===== config.mk =====
export PLATFORM = sky130hd
export DESIGN_NAME = mole_game_ctrl
export DESIGN_NICKNAME = d
export VERILOG_FILES = /design/src/rtl/mole_game_ctrl.sv
export SDC_FILE = /design/constraint.sdc
export NUM_CORES = 1
export LEC_CHECK = 0
export ABC_CLOCK_PERIOD_IN_PS = 6200
export BUFFER_PORTS_ARGS = -buffer_cell sky130_fd_sc_hd__buf_4
export CAP_MARGIN = 15
export CELL_PAD_IN_SITES_DETAIL_PLACEMENT = 2
export CELL_PAD_IN_SITES_GLOBAL_PLACEMENT = 2
export CORE_ASPECT_RATIO = 1.4
export CORE_UTILIZATION = 36
export DETAILED_ROUTE_END_ITERATION = 12
export GPL_ROUTABILITY_DRIVEN = 0
export PLACE_DENSITY_LB_ADDON = 0.1
export SLEW_MARGIN = 25
export SYNTH_ARGS = -nofsm -noshare
export SYNTH_HDL_FRONTEND = slang
export SYNTH_SLANG_ARGS = --single-unit

===== constraint.sdc =====
create_clock -name clk -period 6.2 [get_ports clk]
set_input_delay 0.93 -clock clk [delete_from_list [all_inputs] [get_ports clk]]
set_output_delay 0.93 -clock clk [all_outputs]
set_load 0.1 [all_outputs]

===== src/rtl/mole_game_ctrl.sv =====
`default_nettype none
// ============================================================================
//  Module      : mole_game_ctrl
//  Description : Parametrised whack-a-mole engine. A free-running 8-bit LFSR
//                picks the hole for each mole. Up, gap and post-hit flash
//                windows are timed in ticks of a slow enable. The engine scores
//                pad hits on the lit hole, counts expired moles and stops the
//                game once the miss limit is reached.
//  Revision    : 1.0 - initial release
// ----------------------------------------------------------------------------
//  Ports
//    clk            in   1          system clock
//    rst            in   1          asynchronous, active-high reset
//    tick           in   1          one-clk enable; all windows count ticks
//    start          in   1          one-clk pulse; begins a new game (IDLE/OVER)
//    hit_pad        in   NUM_HOLES  debounced per-hole press pulses
//    mole_onehot    out  NUM_HOLES  lit hole, one-hot or all-zero
//    mole_position  out  POS_W      index of current mole (valid with mole_valid)
//    mole_valid     out  1          mole is up
//    hit_pulse      out  1          one-clk pulse on each scored hit
//    score          out  SCORE_W    hits this game, saturating
//    misses         out  MISS_W     expired moles this game
//    game_over      out  1          high while in OVER
// ----------------------------------------------------------------------------
//  Build option
//    MOLE_SPEEDUP_EN : when defined, the up window shrinks by 1/8 after every
//                      eighth scored hit, never below MIN_UP_TICKS. When not
//                      defined the up window is a constant UP_TICKS.
// ============================================================================
module mole_game_ctrl #(
    parameter int         NUM_HOLES    = 16,
    parameter int         UP_TICKS     = 8,
    parameter int         GAP_TICKS    = 4,
    parameter int         FLASH_TICKS  = 2,
    parameter int         MAX_MISSES   = 5,
    parameter int         SCORE_W      = 8,
    parameter int         MISS_W       = 4,
    parameter logic [7:0] LFSR_SEED    = 8'hA5,
    parameter int         MIN_UP_TICKS = 2,
    localparam int        POS_W        = $clog2(NUM_HOLES)
) (
    input  logic                 clk,
    input  logic                 rst,
    input  logic                 tick,
    input  logic                 start,
    input  logic [NUM_HOLES-1:0] hit_pad,
    output logic [NUM_HOLES-1:0] mole_onehot,
    output logic [POS_W-1:0]     mole_position,
    output logic                 mole_valid,
    output logic                 hit_pulse,
    output logic [SCORE_W-1:0]   score,
    output logic [MISS_W-1:0]    misses,
    output logic                 game_over
);

    // ------------------------------------------------------------------------
    // Window counter sizing. The floor for the shrinking up window is included
    // so a floor configured above UP_TICKS still fits in the counter.
    // ------------------------------------------------------------------------
    localparam int c_max_a  = (UP_TICKS  > GAP_TICKS)    ? UP_TICKS  : GAP_TICKS;
    localparam int c_max_b  = (FLASH_TICKS > MIN_UP_TICKS) ? FLASH_TICKS : MIN_UP_TICKS;
    localparam int c_max_t  = (c_max_a > c_max_b) ? c_max_a : c_max_b;
    localparam int CNT_W    = $clog2(c_max_t + 1);

    localparam logic [CNT_W-1:0]  c_up_ticks    = CNT_W'(UP_TICKS);
    localparam logic [CNT_W-1:0]  c_gap_ticks   = CNT_W'(GAP_TICKS);
    localparam logic [CNT_W-1:0]  c_flash_ticks = CNT_W'(FLASH_TICKS);
    localparam logic [CNT_W-1:0]  c_cnt_one     = CNT_W'(1);
    localparam logic [MISS_W-1:0] c_max_misses  = MISS_W'(MAX_MISSES);
    localparam logic [SCORE_W-1:0] c_score_max  = {SCORE_W{1'b1}};

    // ------------------------------------------------------------------------
    // State encoding
    // ------------------------------------------------------------------------
    localparam logic [2:0] c_st_idle = 3'd0;
    localparam logic [2:0] c_st_gap  = 3'd1;
    localparam logic [2:0] c_st_up   = 3'd2;
    localparam logic [2:0] c_st_hit  = 3'd3;
    localparam logic [2:0] c_st_over = 3'd4;

    logic [2:0]       r_state;
    logic [CNT_W-1:0] r_cnt;
    logic [7:0]       r_lfsr;

    logic             w_lfsr_fb;
    logic [POS_W-1:0] w_raw_pos;
    logic [POS_W-1:0] w_pos;
    logic [NUM_HOLES-1:0] w_pos_onehot;
    logic             w_hit;
    logic             w_last_tick;
    logic             w_start_ok;
    logic [MISS_W-1:0] w_miss_inc;
    logic [CNT_W-1:0] w_up_load;

    // ------------------------------------------------------------------------
    // LFSR: x^8 + x^6 + x^5 + x^4 + 1, Fibonacci form, shifting every clock.
    // The polynomial is primitive, so a non-zero seed never reaches zero.
    // ------------------------------------------------------------------------
    assign w_lfsr_fb = r_lfsr[7] ^ r_lfsr[5] ^ r_lfsr[4] ^ r_lfsr[3];

    always_ff @(posedge clk or posedge rst) begin
        if (rst) begin
            r_lfsr <= LFSR_SEED;
        end else begin
            r_lfsr <= {r_lfsr[6:0], w_lfsr_fb};
        end
    end

    // ------------------------------------------------------------------------
    // Hole selection. Low LFSR bits give a value below 2^POS_W; when the hole
    // count is not a power of two a single subtraction folds the excess back
    // into range (2^POS_W < 2*NUM_HOLES guarantees one step is enough).
    // ------------------------------------------------------------------------
    assign w_raw_pos = r_lfsr[POS_W-1:0];

    generate
        if (NUM_HOLES == (1 << POS_W)) begin : g_pos_pow2
            assign w_pos = w_raw_pos;
        end else begin : g_pos_wrap
            assign w_pos = (w_raw_pos >= POS_W'(NUM_HOLES)) ?
                           (w_raw_pos - POS_W'(NUM_HOLES)) : w_raw_pos;
        end
    endgenerate

    assign w_pos_onehot = NUM_HOLES'(1) << w_pos;

    // The lit hole's one-hot mask doubles as the pad select, so only a press
    // on the current hole can register and other holes are ignored.
    assign w_hit       = (r_state == c_st_up) && (|(hit_pad & mole_onehot));
    assign w_last_tick = tick && (r_cnt == c_cnt_one);
    assign w_start_ok  = start && ((r_state == c_st_idle) || (r_state == c_st_over));
    assign w_miss_inc  = misses + MISS_W'(1);

    // ------------------------------------------------------------------------
    // Up-window length: adaptive register or fixed constant.
    // ------------------------------------------------------------------------
`ifdef MOLE_SPEEDUP_EN
    localparam logic [CNT_W-1:0] c_min_up_ticks = CNT_W'(MIN_UP_TICKS);

    logic [CNT_W-1:0] r_up_len;
    logic [CNT_W-1:0] w_up_shrunk;
    logic             w_speedup;

    assign w_up_shrunk = r_up_len - (r_up_len >> 3);
    // The hit that rolls the low three score bits over to zero triggers the
    // shrink; a saturated score no longer increments, so it cannot trigger.
    assign w_speedup   = w_hit && (score != c_score_max) && (score[2:0] == 3'b111);

    always_ff @(posedge clk or posedge rst) begin
        if (rst) begin
            r_up_len <= c_up_ticks;
        end else if (w_start_ok) begin
            r_up_len <= c_up_ticks;
        end else if (w_speedup) begin
            r_up_len <= (w_up_shrunk < c_min_up_ticks) ? c_min_up_ticks : w_up_shrunk;
        end
    end

    assign w_up_load = r_up_len;
`else
    assign w_up_load = c_up_ticks;
`endif

    // ------------------------------------------------------------------------
    // Game state machine. Every timed state loads its dwell on entry,
    // decrements on tick and leaves on the tick that sees a count of one.
    // ------------------------------------------------------------------------
    always_ff @(posedge clk or posedge rst) begin
        if (rst) begin
            r_state       <= c_st_idle;
            r_cnt         <= '0;
            mole_onehot   <= '0;
            mole_position <= '0;
            mole_valid    <= 1'b0;
            hit_pulse     <= 1'b0;
            score         <= '0;
            misses        <= '0;
            game_over     <= 1'b0;
        end else begin
            hit_pulse <= 1'b0;

            case (r_state)
                c_st_idle, c_st_over: begin
                    // A start arriving together with a tick only loads the
                    // gap counter; the first decrement waits for the next tick.
                    if (w_start_ok) begin
                        score     <= '0;
                        misses    <= '0;
                        game_over <= 1'b0;
                        r_cnt     <= c_gap_ticks;
                        r_state   <= c_st_gap;
                    end
                end

                c_st_gap: begin
                    if (w_last_tick) begin
                        mole_position <= w_pos;
                        mole_onehot   <= w_pos_onehot;
                        mole_valid    <= 1'b1;
                        r_cnt         <= w_up_load;
                        r_state       <= c_st_up;
                    end else if (tick) begin
                        r_cnt <= r_cnt - c_cnt_one;
                    end
                end

                c_st_up: begin
                    // A hit is checked first so a press on the final tick
                    // scores instead of counting as a miss.
                    if (w_hit) begin
                        if (score != c_score_max) begin
                            score <= score + SCORE_W'(1);
                        end
                        hit_pulse   <= 1'b1;
                        mole_onehot <= '0;
                        mole_valid  <= 1'b0;
                        r_cnt       <= c_flash_ticks;
                        r_state     <= c_st_hit;
                    end else if (w_last_tick) begin
                        misses      <= w_miss_inc;
                        mole_onehot <= '0;
                        mole_valid  <= 1'b0;
                        if (w_miss_inc == c_max_misses) begin
                            game_over <= 1'b1;
                            r_state   <= c_st_over;
                        end else begin
                            r_cnt   <= c_gap_ticks;
                            r_state <= c_st_gap;
                        end
                    end else if (tick) begin
                        r_cnt <= r_cnt - c_cnt_one;
                    end
                end

                c_st_hit: begin
                    if (w_last_tick) begin
                        r_cnt   <= c_gap_ticks;
                        r_state <= c_st_gap;
                    end else if (tick) begin
                        r_cnt <= r_cnt - c_cnt_one;
                    end
                end

                default: begin
                    mole_onehot <= '0;
                    mole_valid  <= 1'b0;
                    r_state     <= c_st_idle;
                end
            endcase
        end
    end

endmodule
`default_nettype wire


# [Yosys cells after proc, flatten, opt, wreduce, memory -nomap -nowiden]
# Index checks and enable logic that the tools add are counted.
[totals] register_bits=50 input_bits=20 out_inout_bits=35 wordCells=91
[classes] n_addsub=3 eq_ne=17 shift=1 n_mux=38 bitwise_logic=5 n_reduce_logical=17
[ops] op="16-bit two-way mux" n=3
[ops] op="16-bit case mux with 3 select lines" n=1
[ops] op="4-bit two-way mux" n=10
[ops] op="8-bit two-way mux" n=3
[ops] op="3-bit two-way mux" n=6
[ops] op="16-bit bitwise AND" n=1
[ops] op="4-bit case mux with 4 select lines" n=1
[ops] op="8-bit case mux with 2 select lines" n=1
[ops] op="16-bit OR reduction" n=1
[ops] op="1-bit by 4-bit << shifter with 16-bit output, first input constant" n=1
[ops] op="2-bit inequality test, second input constant" n=6
[ops] op="3-bit case mux with 4 select lines" n=1
[ops] op="4-bit AND reduction" n=3
[ops] op="1-bit two-way mux" n=9
[ops] op="8-bit by 1-bit adder with 8-bit output, second input constant" n=1
[ops] op="8-bit inequality test, second input constant" n=1
[ops] op="4-bit case mux with 2 select lines" n=1
[ops] op="3-bit by 2-bit equality test with 1-bit output, second input constant" n=2
[ops] op="3-bit AND reduction" n=2
[ops] op="5-bit AND reduction" n=1
[ops] op="4-bit by 1-bit adder with 4-bit output, second input constant" n=1
[ops] op="4-bit by 1-bit equality test with 1-bit output, second input constant" n=1
[ops] op="4-bit by 3-bit equality test with 1-bit output, second input constant" n=1
[ops] op="2-bit by 1-bit inequality test with 1-bit output, second input constant" n=2
[ops] op="17 further kinds" n=21

# [Logic depth before layout (Yosys ltp)]
[logic_depth] ltp_word=6 depth_mapped=10 mapped_depth_nobuf=8

# [Worst setup path after synthesis]
# Ideal clock, no wire load.
[synth_timing] path_type="reg-to-reg" start="register mole_onehot[12]" end="register mole_onehot[3]" setup_time_ns=0.123 arrival_time_ns=2.447 slack_ns=3.630 stages_incl_launch_ff=9 n_path_buf=3 period_less_slack_ns=2.570 path_cell_list="dfrtp_1 -> a22o_1 -> a221oi_1 -> and4_1 -> clkbuf_1 -> a311o_1 -> buf_2 -> buf_2 -> a32o_1"
[synth_between] elab_chain_cells=5 elab_cells_between_ends=7 cone_classes="1 x eq/ne; 2 x mux; 1 x bitwise; 3 x reduce/logical"
[synth_rtl] element="start, declared" line_no="47" text="output logic [NUM_HOLES-1:0] mole_onehot,"
[synth_rtl] element="start signal, assigned" line_no="198" text="mole_onehot <= w_pos_onehot;"
[synth_rtl] element="16-bit bitwise AND (*)" line_no="129" text="assign w_hit = (r_state == c_st_up) && (|(hit_pad & mole_onehot));"
[synth_rtl] element="16-bit OR reduction (*)" line_no="129"
[synth_rtl] element="1-bit logical AND (*)" line_no="129"
[synth_rtl] element="3-bit inequality test (no source line) or 16-bit two-way mux (tied branches)"
[synth_rtl] element="3-bit AND reduction (no source line) or 16-bit case mux with 3 select lines (tied branches)"
# Mark *: on every way between the ends. The rest lies on a longest branch, timed or not.
# A chain may end at the register's enable or synchronous reset.

# [Final worst setup path]
[layout_timing] start="input port hit_pad[6]" end="register mole_onehot[12]"
[layout_between] elab_chain_cells=5 elab_cells_between_ends=7 cone_classes="1 x eq/ne; 2 x mux; 1 x bitwise; 3 x reduce/logical"
[layout_rtl] element="start, declared" line_no="46" text="input logic [NUM_HOLES-1:0] hit_pad,"
[layout_rtl] element="16-bit bitwise AND (*)" line_no="129"
[layout_rtl] element="16-bit OR reduction (*)" line_no="129"
[layout_rtl] element="1-bit logical AND (*)" line_no="129"
[layout_rtl] element="3-bit inequality test (no source line) or 16-bit two-way mux (tied branches)"
[layout_rtl] element="3-bit AND reduction (no source line) or 16-bit case mux with 3 select lines (tied branches)"
# Marks and branches as above.

==> summary by stage <==
Yosys
The commonest register cell after synthesis is sky130_fd_sc_hd__dfrtp_1. The netlist area before placement is 0.00244 mm^2. The synthesized design contains 50 register bits. During synthesis, Yosys emitted a total of 0 warnings.

The cell count after synthesis is 234. In the synthesized netlist, the cells that appear most often are sky130_fd_sc_hd__dfrtp_1, sky130_fd_sc_hd__nand2_1, sky130_fd_sc_hd__nor2_1. Synthesis produced a netlist with a net count of 259. The top-area cell type share of the netlist area is 47.2%. The netlist uses 48 different library cells. The part of the Yosys area used for sequential elements is 51.5%.

The largest total area in the synthesized netlist belongs to sky130_fd_sc_hd__dfrtp_1. The synthesized design contains 0 enable-type register cells. In the synthesized netlist the async set-or-reset flop fraction comes to 100%. The mean area per synthesized cell is 10.4 um^2.

Yosys attributes the largest share of cell area to sky130_fd_sc_hd__dfrtp_1, sky130_fd_sc_hd__dfstp_2, sky130_fd_sc_hd__a22o_1. The most common cell in the synthesized netlist is sky130_fd_sc_hd__dfrtp_1.

Clock network
The quantity of gates resized following cts is 0. The number of hold-repair buffers added at the cts stage is 0. The clock reaches the later pin of the worst-skew pair after 0.31 ns. Counting the buffers created by CTS gives 5. Once the clock tree was built, the setup fixing pass inserted 0 buffers.

The clock transition at the register clock pins on the worst setup and hold paths after CTS is 0.10 ns. The clock tree synthesis step divided the H-tree into 2 levels. The maximum clock insertion buffer count is 2. The root cell of the clock tree is sky130_fd_sc_hd__clkbuf_8.

The number of sinks on the clock net is 50. TritonCTS built the clock tree.

Setup path
The maximum fanout along the worst path is 17. The critical path goes through buf_4 -> a22o_1 -> a221oi_1 -> and4_1 -> a311o_1 -> nand2_1 -> o31ai_1. STA classifies the critical path startpoint as a primary input.

The kind of critical path is primary input to flip-flop. The kind of end point of the critical path is a flip-flop. The delay contributed by the slowest stage of the critical path is 0.69 ns. Data on the critical path is required at its endpoint by 6.42 ns. At the worst endpoint, the arrival time is 3.09 ns. The slowest stage of the critical path is the sky130_fd_sc_hd__a311o_1 cell.

STA
The number of failing hold endpoints at the final stage is 0. The post-route setup TNS is 0 ns. The number of max-slew violations in the final report is 0. The final period utilization is 46.4%. For the final database, setup skew stands at 0.00453 ns. Setup violations remaining at the end of the flow were counted as 0. For the pin with the worst max-slew slack, the measured transition is 0.710 ns. The relative max-transition margin is 52.2%. Static timing analysis puts the maximum clock frequency at 348 MHz.

Subtracting the final worst setup slack from the clock period gives 2.87 ns. The worst hold slack is 0.367 ns. Setup repair after global routing left no endpoint under its margin.

Min path
The class of the worst hold path is flip-flop to flip-flop.

GRT
The initial antenna violation count came to 0. The via count of the first global-routing pass came to 2305. The overall fraction of global-route tracks in use is 20.9%.

The first global-routing pass estimated 11500 um of wire. The leftover overflow at the end of global routing is 0. Entering global routing, the biggest net connects 51 pins.

Status
The flow ran to the end, and the final reports show no timing, DRC or antenna violations.

Die
The core region is 0.00657 mm^2. The row count is 35. The initial core utilization is 37.1%. The width of the die is 71.5 um. The I/O pin count is 55. The die covers 0.00711 mm^2. The floorplan die height is 99.4 um.

Pwr
The clock network fraction of total power is 23.3%. In this run, the combinational gates consume 36.6% of the power. The largest vdd supply drop is 0.262 mV. The analysis attributes to net switching a power of 427 uW. The net switching share of the total power is 41.7%. The power density normalized to cell area is 343 mW/mm^2. The cell-internal power is 597 uW. The static leakage power is 1.42 nW. The power share of the sequential group is 40.0%. The total power of the final layout is 1.02 mW.

Cells and area
The count of filler cells inserted in the layout is 735. Of the cells placed in the final design, the portion with a size suffix greater than 1 is 26.8%. For this run, the number of standard cells in the final layout without fillers is 361.

Relative to the synthesized area, the layout overhead comes to 22.4%. The post-route cell area is 0.00298 mm^2. The repair_antennas step left the layout with diodes totalling 0. The number of nets at the end of the flow is 311.

Place
Once placement completed, the tool counted placed cells totaling 353. The sum of net half-perimeters after detailed placement is 5180 um. After detailed placement, the total cell area comes to 0.00287 mm^2.

The count of port buffers added during placement is 54.

Route
For this block, wires on met1 add up to 2810 um. The remaining number of nets flagged by the antenna check after routing is 0. The routed design uses 3770 um of met2 wire. After detailed routing, the total wire length is 6830 um. In the final routed layout, each cell accounts on average for 18.9 um.

The average via count per standard cell is 5.70. The sum of met3 wire segment lengths after detailed routing is 144 um. The length of the first detailed-routing pass in iterations is 4. The uppermost layer routed is met4.

For this block, the initial DRC count from the detailed router was 61. The routed layout has 2056 vias. The remaining routing DRC violations is 0.

Run
The max-cap check violation count is 0.
-- kinds of logic after synthesis --
kind of cell | after synthesis | synth area share, %
AOI/OAI and AO/OA | 64 | 18.3
buffers and inverters | 19 | 4.36
muxes | 6 | 2.72
adders and majority gates | 5 | 2.57
DFF | 50 | 51.5
and+or+nand+nor | 82 | 17.7
xor gates and xnor gates | 8 | 2.87
-- flip-flops by register name, indices dropped and copies added, names as in the netlist --
| signal | cells |
|---|---|
| game_over | 1 |
| hit_pulse | 1 |
| misses | 4 |
| mole_onehot | 16 |
| mole_position | 4 |
| mole_valid | 1 |
| r_cnt | 4 |
| r_lfsr | 8 |
| r_state | 3 |
| score | 8 |
-- cell usage in the layout, fill, tap and decap left out, drive strengths merged, types with 4 or more instances in the layout --
cell    instances
mux2            5
a21oi          14
nor2           17
nor3            5
nand2b          7
ha              5
xnor2           6
dfstp           4
nor2b           4
and3            4
nand3           9
nand2          22
o21ai          15
dfrtp          46
inv            10
clkbuf          5
a221oi          5
a22o           11
buf            55
-- final timing paths --
kind	startpoint	end	slack [ns]	cells past startpoint
min in group asynchronous	rst	score[2]	0.78	3
max	hit_pad[6]	mole_onehot[12]	3.33	7
max reg2reg	mole_onehot[6]	mole_onehot[12]	3.63	6
min	r_lfsr[6]	r_lfsr[7]	0.37	0
max in group asynchronous	rst	r_cnt[2]	4.99	3
min reg2reg	r_lfsr[6]	r_lfsr[7]	0.37	0
-- stage by stage --
stage	setup WS, ns	util, %
after CTS	3.31	45.4
after global routing	3.19	45.4
after global placement	3.00	43.7
after detailed placement	2.96	43.7
final	3.33	45.4
after floorplan	3.63	-
-- worst max-delay path: cells and delay by family --
kind | cells | cell delay [ns]
AOI/OAI and AO/OA | 4 | 1.33
and+or+nand+nor | 2 | 0.73
buffers and inverters | 1 | 0.11
-- power groups by stage --
| stage | Clock (mW) | Combinational, mW | Sequential [mW] |
|---|---|---|---|
| after floorplan | 0 | 0.183 | 0.530 |
| after global placement | 0 | 0.372 | 0.417 |
| after detailed placement | 0 | 0.379 | 0.417 |
| after CTS | 0.250 | 0.381 | 0.411 |
| after global routing | 0.257 | 0.408 | 0.418 |
| final | 0.239 | 0.375 | 0.410 |
-- routing by layer --
metal / track usage (%) / vias up
met3: 3.44 / 8
li1: - / 956
met5: 0 / -
met2: 39.0 / 33
met4: 6.64 / 0
met1: 24.0 / 1059
-- layout make-up --
cell class | instances | area [um^2] | area share, %
multi-input cells | 165 | 1070 | 36.0
flip-flops and latches | 50 | 1260 | 42.1
well taps | 74 | 92.6 | 3.10
repair buffers | 55 | 413 | 13.8
clock buffers | 5 | 68.8 | 2.31
inverters | 9 | 33.8 | 1.13
clock inverters | 3 | 43.8 | 1.47
Power figures use the tool's default switching activity.
